--- config.mk ---
export PLATFORM = sky130hd
export DESIGN_NAME = trap_sequencer_flat
export DESIGN_NICKNAME = d
export VERILOG_FILES = /design/src/rtl/trap_sequencer_if.sv /design/src/rtl/trap_sequencer.sv /design/src/flat_wrapper.sv
export SDC_FILE = /design/constraint.sdc
export NUM_CORES = 1
export LEC_CHECK = 0
export CORE_MARGIN = 4
export CORE_UTILIZATION = 25
export DETAILED_ROUTE_END_ITERATION = 8
export GPL_TIMING_DRIVEN = 0
export PLACE_DENSITY = 0.51
export SLEW_MARGIN = 10
export SYNTH_ARGS = -nofsm -noshare
export SYNTH_HDL_FRONTEND = slang
export SYNTH_SLANG_ARGS = --single-unit
--- constraint.sdc ---
create_clock -name clock -period 2.9 [get_ports clock]
set_input_delay 0.435 -clock clock [delete_from_list [all_inputs] [get_ports clock]]
set_output_delay 0.435 -clock clock [all_outputs]
set_load 0.02 [all_outputs]
--- src/rtl/trap_sequencer_if.sv ---
// Bundle of commit-stage request, CSR file and redirect signals seen by
// trap_sequencer. The master side is the pipeline/CSR environment; the
// slave side is the sequencer itself.
interface trap_sequencer_if #(
  parameter int unsigned XLEN = 64
);
  // commit-stage request
  logic            req_valid;
  logic            req_ready;
  logic [XLEN-1:0] req_pc;
  logic            req_ecall;
  logic            req_mret;
  logic            irq_pending;
  // CSR file access
  logic            csr_ren;
  logic [11:0]     csr_raddr;
  logic [XLEN-1:0] csr_rdata;
  logic            csr_wen1;
  logic [11:0]     csr_waddr1;
  logic [XLEN-1:0] csr_wdata1;
  logic            csr_wen2;
  logic [11:0]     csr_waddr2;
  logic [XLEN-1:0] csr_wdata2;
  logic            csr_ecall;
  logic            csr_mret;
  logic            handle_timer_intr;
  // pipeline control
  logic            redirect_valid;
  logic [XLEN-1:0] redirect_pc;
  logic            stall;
  logic [31:0]     trap_count;

  modport master (
    output req_valid, req_pc, req_ecall, req_mret, irq_pending, csr_rdata,
    input  req_ready, csr_ren, csr_raddr,
    input  csr_wen1, csr_waddr1, csr_wdata1,
    input  csr_wen2, csr_waddr2, csr_wdata2,
    input  csr_ecall, csr_mret, handle_timer_intr,
    input  redirect_valid, redirect_pc, stall, trap_count
  );

  modport slave (
    input  req_valid, req_pc, req_ecall, req_mret, irq_pending, csr_rdata,
    output req_ready, csr_ren, csr_raddr,
    output csr_wen1, csr_waddr1, csr_wdata1,
    output csr_wen2, csr_waddr2, csr_wdata2,
    output csr_ecall, csr_mret, handle_timer_intr,
    output redirect_valid, redirect_pc, stall, trap_count
  );
endinterface

--- src/rtl/trap_sequencer.sv ---
// trap_sequencer: sequences ecall / timer-interrupt trap entry and mret
// return against a dual-write-port machine-mode CSR file, stalling the
// pipeline for the whole sequence and finishing with a PC redirect.
// Optional macro TRAP_VECTORED_EN: vectored mtvec mode (mode bits 01)
// offsets the interrupt target by 4*TIMER_CAUSE.
module trap_sequencer #(
  parameter int unsigned XLEN        = 64,
  parameter int unsigned ECALL_CAUSE = 11,
  parameter int unsigned TIMER_CAUSE = 7
) (
  input  logic               clock,
  input  logic               reset,
  trap_sequencer_if.slave    bus
);

  localparam logic [2:0] S_IDLE   = 3'd0;
  localparam logic [2:0] S_RD_VEC = 3'd1;
  localparam logic [2:0] S_WR_CSR = 3'd2;
  localparam logic [2:0] S_RD_EPC = 3'd3;
  localparam logic [2:0] S_REDIR  = 3'd4;

  localparam logic [1:0] K_INT   = 2'd0;
  localparam logic [1:0] K_ECALL = 2'd1;
  localparam logic [1:0] K_MRET  = 2'd2;

  localparam logic [11:0] A_MTVEC  = 12'h305;
  localparam logic [11:0] A_MEPC   = 12'h341;
  localparam logic [11:0] A_MCAUSE = 12'h342;

  logic [2:0]      r_state;
  logic [1:0]      r_kind;
  logic [XLEN-1:0] r_pc;
  logic [XLEN-1:0] r_vec;
  logic [XLEN-1:0] r_epc;
  logic [31:0]     r_trap_count;

  logic            w_accept;
  logic [XLEN-1:0] w_base;
  logic [XLEN-1:0] w_trap_target;
  logic [XLEN-1:0] w_cause;

  assign w_accept = bus.req_valid && (r_state == S_IDLE) &&
                    (bus.irq_pending || bus.req_ecall || bus.req_mret);

  assign w_base  = r_vec & ~XLEN'(3);
  assign w_cause = (r_kind == K_INT) ? {1'b1, (XLEN-1)'(TIMER_CAUSE)}
                                     : XLEN'(ECALL_CAUSE);

`ifdef TRAP_VECTORED_EN
  assign w_trap_target = ((r_kind == K_INT) && (r_vec[1:0] == 2'b01))
                         ? w_base + XLEN'(4 * TIMER_CAUSE) : w_base;
`else
  assign w_trap_target = w_base;
`endif

  // state machine plus latched request kind, pc and CSR read results
  always_ff @(posedge clock) begin
    if (reset) begin
      r_state <= S_IDLE;
      r_kind  <= K_INT;
      r_pc    <= '0;
      r_vec   <= '0;
      r_epc   <= '0;
    end else begin
      case (r_state)
        S_IDLE: begin
          if (w_accept) begin
            r_pc <= bus.req_pc;
            if (bus.irq_pending) begin
              r_kind  <= K_INT;
              r_state <= S_RD_VEC;
            end else if (bus.req_ecall) begin
              r_kind  <= K_ECALL;
              r_state <= S_RD_VEC;
            end else begin
              r_kind  <= K_MRET;
              r_state <= S_RD_EPC;
            end
          end
        end
        S_RD_VEC: begin
          r_vec   <= bus.csr_rdata;
          r_state <= S_WR_CSR;
        end
        S_WR_CSR: r_state <= S_REDIR;
        S_RD_EPC: begin
          r_epc   <= bus.csr_rdata;
          r_state <= S_REDIR;
        end
        default:  r_state <= S_IDLE;
      endcase
    end
  end

  // trap entries counted on leaving WR_CSR so the count is visible during REDIR
  always_ff @(posedge clock) begin
    if (reset) r_trap_count <= '0;
    else       r_trap_count <= r_trap_count + 32'(r_state == S_WR_CSR);
  end

  // output decode; reset forces every output to its idle value in the same cycle
  always_comb begin
    bus.req_ready         = 1'b0;
    bus.stall             = 1'b0;
    bus.csr_ren           = 1'b0;
    bus.csr_raddr         = '0;
    bus.csr_wen1          = 1'b0;
    bus.csr_waddr1        = '0;
    bus.csr_wdata1        = '0;
    bus.csr_wen2          = 1'b0;
    bus.csr_waddr2        = '0;
    bus.csr_wdata2        = '0;
    bus.csr_ecall         = 1'b0;
    bus.csr_mret          = 1'b0;
    bus.handle_timer_intr = 1'b0;
    bus.redirect_valid    = 1'b0;
    bus.redirect_pc       = '0;
    bus.trap_count        = '0;
    if (!reset) begin
      bus.trap_count = r_trap_count;
      bus.req_ready  = (r_state == S_IDLE);
      bus.stall      = (r_state != S_IDLE);
      case (r_state)
        S_RD_VEC: begin
          bus.csr_ren   = 1'b1;
          bus.csr_raddr = A_MTVEC;
        end
        S_WR_CSR: begin
          bus.csr_wen1          = 1'b1;
          bus.csr_waddr1        = A_MEPC;
          bus.csr_wdata1        = r_pc;
          bus.csr_wen2          = 1'b1;
          bus.csr_waddr2        = A_MCAUSE;
          bus.csr_wdata2        = w_cause;
          bus.csr_ecall         = (r_kind == K_ECALL);
          bus.handle_timer_intr = (r_kind == K_INT);
        end
        S_RD_EPC: begin
          bus.csr_ren   = 1'b1;
          bus.csr_raddr = A_MEPC;
        end
        S_REDIR: begin
          bus.redirect_valid = 1'b1;
          if (r_kind == K_MRET) begin
            bus.redirect_pc = r_epc;
            bus.csr_mret    = 1'b1;
          end else begin
            bus.redirect_pc = w_trap_target;
          end
        end
        default: ;
      endcase
    end
  end

endmodule

--- src/flat_wrapper.sv ---
// flat-port wrapper written by rule: the top's interface ports become plain ports
module trap_sequencer_flat 
#(
  parameter int unsigned XLEN        = 64,
  parameter int unsigned ECALL_CAUSE = 11,
  parameter int unsigned TIMER_CAUSE = 7
)
  (clock, reset, bus_req_valid, bus_req_pc, bus_req_ecall, bus_req_mret, bus_irq_pending, bus_csr_rdata, bus_req_ready, bus_csr_ren, bus_csr_raddr, bus_csr_wen1, bus_csr_waddr1, bus_csr_wdata1, bus_csr_wen2, bus_csr_waddr2, bus_csr_wdata2, bus_csr_ecall, bus_csr_mret, bus_handle_timer_intr, bus_redirect_valid, bus_redirect_pc, bus_stall, bus_trap_count);
  trap_sequencer_if #(.XLEN(XLEN)) bus_i ();
  input  logic clock;
  input  logic reset;
  input wire logic [$bits(bus_i.req_valid)-1:0] bus_req_valid;
  input wire logic [$bits(bus_i.req_pc)-1:0] bus_req_pc;
  input wire logic [$bits(bus_i.req_ecall)-1:0] bus_req_ecall;
  input wire logic [$bits(bus_i.req_mret)-1:0] bus_req_mret;
  input wire logic [$bits(bus_i.irq_pending)-1:0] bus_irq_pending;
  input wire logic [$bits(bus_i.csr_rdata)-1:0] bus_csr_rdata;
  output wire logic [$bits(bus_i.req_ready)-1:0] bus_req_ready;
  output wire logic [$bits(bus_i.csr_ren)-1:0] bus_csr_ren;
  output wire logic [$bits(bus_i.csr_raddr)-1:0] bus_csr_raddr;
  output wire logic [$bits(bus_i.csr_wen1)-1:0] bus_csr_wen1;
  output wire logic [$bits(bus_i.csr_waddr1)-1:0] bus_csr_waddr1;
  output wire logic [$bits(bus_i.csr_wdata1)-1:0] bus_csr_wdata1;
  output wire logic [$bits(bus_i.csr_wen2)-1:0] bus_csr_wen2;
  output wire logic [$bits(bus_i.csr_waddr2)-1:0] bus_csr_waddr2;
  output wire logic [$bits(bus_i.csr_wdata2)-1:0] bus_csr_wdata2;
  output wire logic [$bits(bus_i.csr_ecall)-1:0] bus_csr_ecall;
  output wire logic [$bits(bus_i.csr_mret)-1:0] bus_csr_mret;
  output wire logic [$bits(bus_i.handle_timer_intr)-1:0] bus_handle_timer_intr;
  output wire logic [$bits(bus_i.redirect_valid)-1:0] bus_redirect_valid;
  output wire logic [$bits(bus_i.redirect_pc)-1:0] bus_redirect_pc;
  output wire logic [$bits(bus_i.stall)-1:0] bus_stall;
  output wire logic [$bits(bus_i.trap_count)-1:0] bus_trap_count;
  assign bus_i.req_valid = bus_req_valid;
  assign bus_i.req_pc = bus_req_pc;
  assign bus_i.req_ecall = bus_req_ecall;
  assign bus_i.req_mret = bus_req_mret;
  assign bus_i.irq_pending = bus_irq_pending;
  assign bus_i.csr_rdata = bus_csr_rdata;
  assign bus_req_ready = bus_i.req_ready;
  assign bus_csr_ren = bus_i.csr_ren;
  assign bus_csr_raddr = bus_i.csr_raddr;
  assign bus_csr_wen1 = bus_i.csr_wen1;
  assign bus_csr_waddr1 = bus_i.csr_waddr1;
  assign bus_csr_wdata1 = bus_i.csr_wdata1;
  assign bus_csr_wen2 = bus_i.csr_wen2;
  assign bus_csr_waddr2 = bus_i.csr_waddr2;
  assign bus_csr_wdata2 = bus_i.csr_wdata2;
  assign bus_csr_ecall = bus_i.csr_ecall;
  assign bus_csr_mret = bus_i.csr_mret;
  assign bus_handle_timer_intr = bus_i.handle_timer_intr;
  assign bus_redirect_valid = bus_i.redirect_valid;
  assign bus_redirect_pc = bus_i.redirect_pc;
  assign bus_stall = bus_i.stall;
  assign bus_trap_count = bus_i.trap_count;
  trap_sequencer #(.XLEN(XLEN), .ECALL_CAUSE(ECALL_CAUSE), .TIMER_CAUSE(TIMER_CAUSE)) u_core (.clock(clock), .reset(reset), .bus(bus_i));
endmodule
# == Yosys cells after proc, flatten, opt, wreduce, memory -nomap -nowiden ==
# Index checks and enable logic that the tools add are counted.
# totals
in_bits,134
register_bits,229
wordCells,60
# op_classes
muxes,36
n_eq_ne,7
n_addsub,1
reduce_logical,10
# ops
operator,n
64-bit two-way mux,8
12-bit two-way mux,3
32-bit by 1-bit adder with 32-bit output,1
32-bit two-way mux,1
10-bit two-way mux,2
10-bit one-hot mux with 2 select lines,1
1-bit two-way mux,15
3-bit one-hot mux with 3 select lines,1
3-bit by 2-bit == test with 1-bit output (second input constant),2
2-bit two-way mux,3
3-bit two-way mux,2
2-bit OR reduction,2
3-bit by 1-bit == test with 1-bit output (second input constant),1
3-bit == test (second input constant),1
3-bit logical NOT,1
3-bit nonzero test,1
2-bit by 1-bit == test with 1-bit output (second input constant),1
2-bit == test (second input constant),1
1-bit logical AND,2
2-bit logical NOT,1
1-bit logical OR,2
2-bit by 1-bit inequality test with 1-bit output (second input constant),1
2-bit AND reduction,1

# == Longest topological paths before layout ==
# depth
word_depth,5
ltp_mapped,13
ltp_nobuf,9

# == Least setup slack after synthesis ==
# OpenSTA, ideal clock, no wires.
# synth_path
kind,input to output
from,input port reset
to,output port bus_csr_wdata2[2]
path_slack_ps,-897
stages,5
t_arrival_ps,3362
n_path_buf,3
t_required_ps,2465
cell_sequence,clkbuf_1 -> clkbuf_1 -> nor4_1 -> nor3b_1 -> buf_4
# synth_between
elab_chain_cells,1
# synth_rtl
element,line_no,rtl
from (decl),flat_wrapper.sv:11,input logic reset;
64-bit two-way mux,trap_sequencer.sv:119,if (!reset) begin
to (decl),flat_wrapper.sv:26,output wire logic [$bits(bus_i.csr_wdata2)-1:0] bus_csr_wdata2;
# Every way passes these cells.

# == Final worst setup path ==
# layout_path
from,register u_core.r_state[1]
to,register u_core.r_trap_count[24]
# layout_between
elab_chain_cells,2
# layout_rtl
element,line_no,rtl
from (decl),trap_sequencer.sv:30,logic [2:0] r_state;
from (signal assigned),trap_sequencer.sv:59,r_state <= S_IDLE;
from (signal assigned),trap_sequencer.sv:71,r_state <= S_RD_VEC;
from (signal assigned),trap_sequencer.sv:74,r_state <= S_RD_VEC;
3-bit by 2-bit == test with 1-bit output,trap_sequencer.sv:98,else r_trap_count <= r_trap_count + 32'(r_state == S_WR_CSR);
32-bit by 1-bit adder with 32-bit output,trap_sequencer.sv:98,
to (signal assigned),trap_sequencer.sv:98,
to (decl),trap_sequencer.sv:35,logic [31:0] r_trap_count;
# Every way passes these cells.
# A chain may end at the register's enable or synchronous reset.

==> results.yml <==
status:
  outcome: "finished, final reports clean"
power_and_ir_drop:
  power.leakage_nw: 6.297
  peakVddDrop_uv: 374.4
  pwr_density_cell_nw_per_um2: 501.5
  p_total_mw: 7.930
logic_synthesis:
  syn_avg_cell_area_um2: 7.200
  ys_types: 39
  ys_seq_area_share_pct: 43.59
  synth_edf_count: 0
  synth_ff_type: "dfxtp_1"
  ys_ff_latch: 227
  syn_inst: 1448
  async_flop_share_pct: 0
  synth-warning-count: 0
  syn_area_um2: 10430
hold_path:
  hp-start: "u_core.r_vec[17]$_SDFFE_PP0N_"
  hold_depth: 2
  hp-class: "reg2reg"
  min_to: "u_core.r_vec[17]$_SDFFE_PP0N_"
final_layout:
  layout.cells.non_filler: 2451
  design_area_um2: 15810
  utilization_pct: 38.55
  area_growth_pct: 51.66
  layout-drive-gt1-share_pct: 13.24
  fillCellCount: 4378
  nets: 2033
floorplan:
  rows: 74
  dieHeight_um: 212.2
  initial_core_util_pct: 25.42
  io_pins: 403
  core_um2: 41020
  die-area_um2: 45040
  fp.dieW_um: 212.2
sta:
  max_freq_mhz: 349.9
  drv_slew: 0
  rsz0062_at_grt: "true"
  fin_crit_sh_pct: 98.56
  holdWs_ns: 0.4530
  min_period_ns: 2.858
  worst_pin_slew_ns: 1.070
  hold_viol: 0
  setup_tns_ns: 0
  finalSetupViolCount: 0
  clock_skew_ns: 0.01091
  finalWorstSetupSlack_ns: 0.04187
  relSlewSlack_pct: 28.39
placement:
  dp.cells: 2381
  io_buffers: 320
  gp_congestion: 0.8367
  placed_cell_area_um2: 14650
  dp_hpwl_um: 29330
  pre_cts_slack_ns: -1.921
global_route:
  track_usage_pct: 16.62
  grt_max_degree: 20
  grt_pass1_vias: 10130
  grt_overflow: 0
  grt_pass1_wl_um: 59260
  grt_antenna_before_repair: 1
worst_setup_path:
  setup.worst_path.start_class: "flip-flop"
  reg2reg_depth: 11
  path_buf_inv: 4
  reg2reg_slack_ns: 0.04
  r2r_start: "u_core.r_state[1]$_SDFFE_PP0P_"
  cp_common_cell: "ha_4"
  crit_chain: "inv_6 -> or3_4 -> clkbuf_16 -> clkinv_4 -> ha_4 -> ha_4 -> nand4_4 -> or4_4 -> buf_8 -> or3_1 -> a21oi_1"
  required_ns: 3.36
  worstSetupPathType: "reg2reg"
  r2r_end: "u_core.r_trap_count[24]$_SDFF_PP0_"
  crit_path_top_delay_cell: "or4_4"
  crit_path_max_incr_delay_ns: 0.63
  cp-end-kind: "flip-flop"
  worstPathMaxFanout: 6
  critPathArrivalTime_ns: 3.32
  crit_family: "simple AND/OR/NAND/NOR gates"
drt:
  routed_via_density: 4.346
  drtIter0Drc: 536
  routed_wl_um: 39990
  wl_per_cell_um: 16.32
  drc: 0
  ant_nets: 0
  via_count: 10650
  drtPass1Iterations: 4
clock_network:
  cts_max_level: 1
  cts_hold_buf: 0
  clk_path_buf_depth: 3
  clk_latency_ns: 0.54
  cts_buffers: 28
  cts.clk_slew.worst_paths_ns: 0.06
  cts-root-buf: "clkbuf_16"
  cts.sinks: 227
  tritoncts: "done"
job:
  drv_cap: 0
tightest hold or removal path, stage by stage (launching register included):
cell and delay, ns:
dfxtp_1 0.31, nand2_1 0.05, a21oi_1 0.05
worst max-delay path by stage:
stage	from	to	depth (start not counted)
6_report	u_core.r_state[1]$_SDFFE_PP0P_	u_core.r_trap_count[24]$_SDFF_PP0_	11
5_1_grt	u_core.r_state[1]$_SDFFE_PP0P_	u_core.r_trap_count[24]$_SDFF_PP0_	11
4_1_cts	u_core.r_state[1]$_SDFFE_PP0P_	u_core.r_trap_count[24]$_SDFF_PP0_	13
3_5_place_dp	reset	bus_csr_raddr[0]	8
3_3_place_gp	reset	bus_csr_wdata2[63]	7
2_1_floorplan	reset	bus_csr_wdata2[2]	5
repair_timing:
| action | CTS | global route |
|---|---|---|
| gates cloned | 0 | 1 |
| setup buffers | 6 | 16 |
| resized for setup | 273 | 10 |
| pin swaps | 11 | 6 |
| setup endpoints to repair | 338 | 72 |
cell families after synthesis:
family / count (synthesis) / synth area share (%)
AND/OR/NAND/NOR: 704 / 29.46
flip-flops: 227 / 43.59
multiplexers: 4 / 0.4200
buffers and inverters: 210 / 11.23
AO/OA/AOI/OAI: 289 / 14.10
XOR/XNOR: 11 / 0.9241
adder cells (fa/ha/maj): 2 / 0.2400
other: 1 / 0.03597
cell type report:
| type | instances | area, µm² | area share, % |
|---|---|---|---|
| Sequential cell | 227 | 4551 | 28.78 |
| Clock inverter | 7 | 88.84 | 0.5618 |
| Timing Repair Buffer | 343 | 3283 | 20.76 |
| Antenna cell | 1 | 2.502 | 0.01583 |
| Multi-Input combinational cell | 1092 | 5127 | 32.43 |
| Buffer | 194 | 1201 | 7.596 |
| Clock buffer | 44 | 842.1 | 5.325 |
| Inverter | 11 | 51.30 | 0.3244 |
| Tap cell | 532 | 665.6 | 4.210 |
report_power, final:
group / switching [mW] / total (mW) / internal (mW) / leakage [nW]
combinational: 0.593 / 1.05 / 0.453 / 3.99
clock: 1.38 / 3.54 / 2.16 / 0.459
sequential: 0.0610 / 3.34 / 3.28 / 1.85
total: 2.04 / 7.93 / 5.89 / 6.30
cells in the mapped netlist, types with 3 or more instances:
| cell | number | area, µm² |
|---|---|---|
| and4_1 | 4 | 35.03 |
| buf_4 | 98 | 735.7 |
| inv_1 | 11 | 41.29 |
| o31ai_1 | 4 | 30.03 |
| dfxtp_1 | 227 | 4544 |
| nor4_1 | 7 | 43.79 |
| nor2b_1 | 30 | 187.7 |
| o21ai_1 | 4 | 20.02 |
| or3_1 | 13 | 81.33 |
| nand4_1 | 6 | 37.54 |
| or4_1 | 4 | 30.03 |
| nand3_1 | 10 | 50.05 |
| nand2b_1 | 67 | 419.2 |
| xnor2_1 | 9 | 78.83 |
| o21ai_0 | 7 | 35.03 |
| nand2_1 | 388 | 1456 |
| nor2_1 | 154 | 578.1 |
| nor3_1 | 10 | 50.05 |
| a21oi_1 | 270 | 1351 |
| and3_1 | 3 | 18.77 |
| clkbuf_1 | 97 | 364.1 |
flip-flops by register name, indices dropped and copies added (netlist names):
register,cells
u_core.r_epc,64
u_core.r_kind,2
u_core.r_pc,64
u_core.r_state,3
u_core.r_trap_count,32
u_core.r_vec,62
metal layers:
layer	GRT usage, %	wire length [µm]	up-vias
met4	3.154	724	0
met2	29.02	19540	339
met5	0	0	-
li1	-	-	5410
met1	20.20	16300	4868
met3	5.430	3428	36
placed cells by master (no fill, tap or decap), types with 21 or more instances in the layout:
| cell | instances |
|---|---|
| a21oi_1 | 269 |
| buf_4 | 121 |
| clkbuf_1 | 73 |
| clkbuf_16 | 31 |
| clkbuf_2 | 21 |
| clkdlybuf4s15_2 | 26 |
| clkdlybuf4s50_1 | 175 |
| conb_1 | 82 |
| dfxtp_1 | 224 |
| dlygate4sd2_1 | 107 |
| nand2_1 | 388 |
| nand2b_1 | 66 |
| nor2_1 | 149 |
| nor2b_1 | 30 |
No activity file was read; power rests on OpenSTA's default activity.
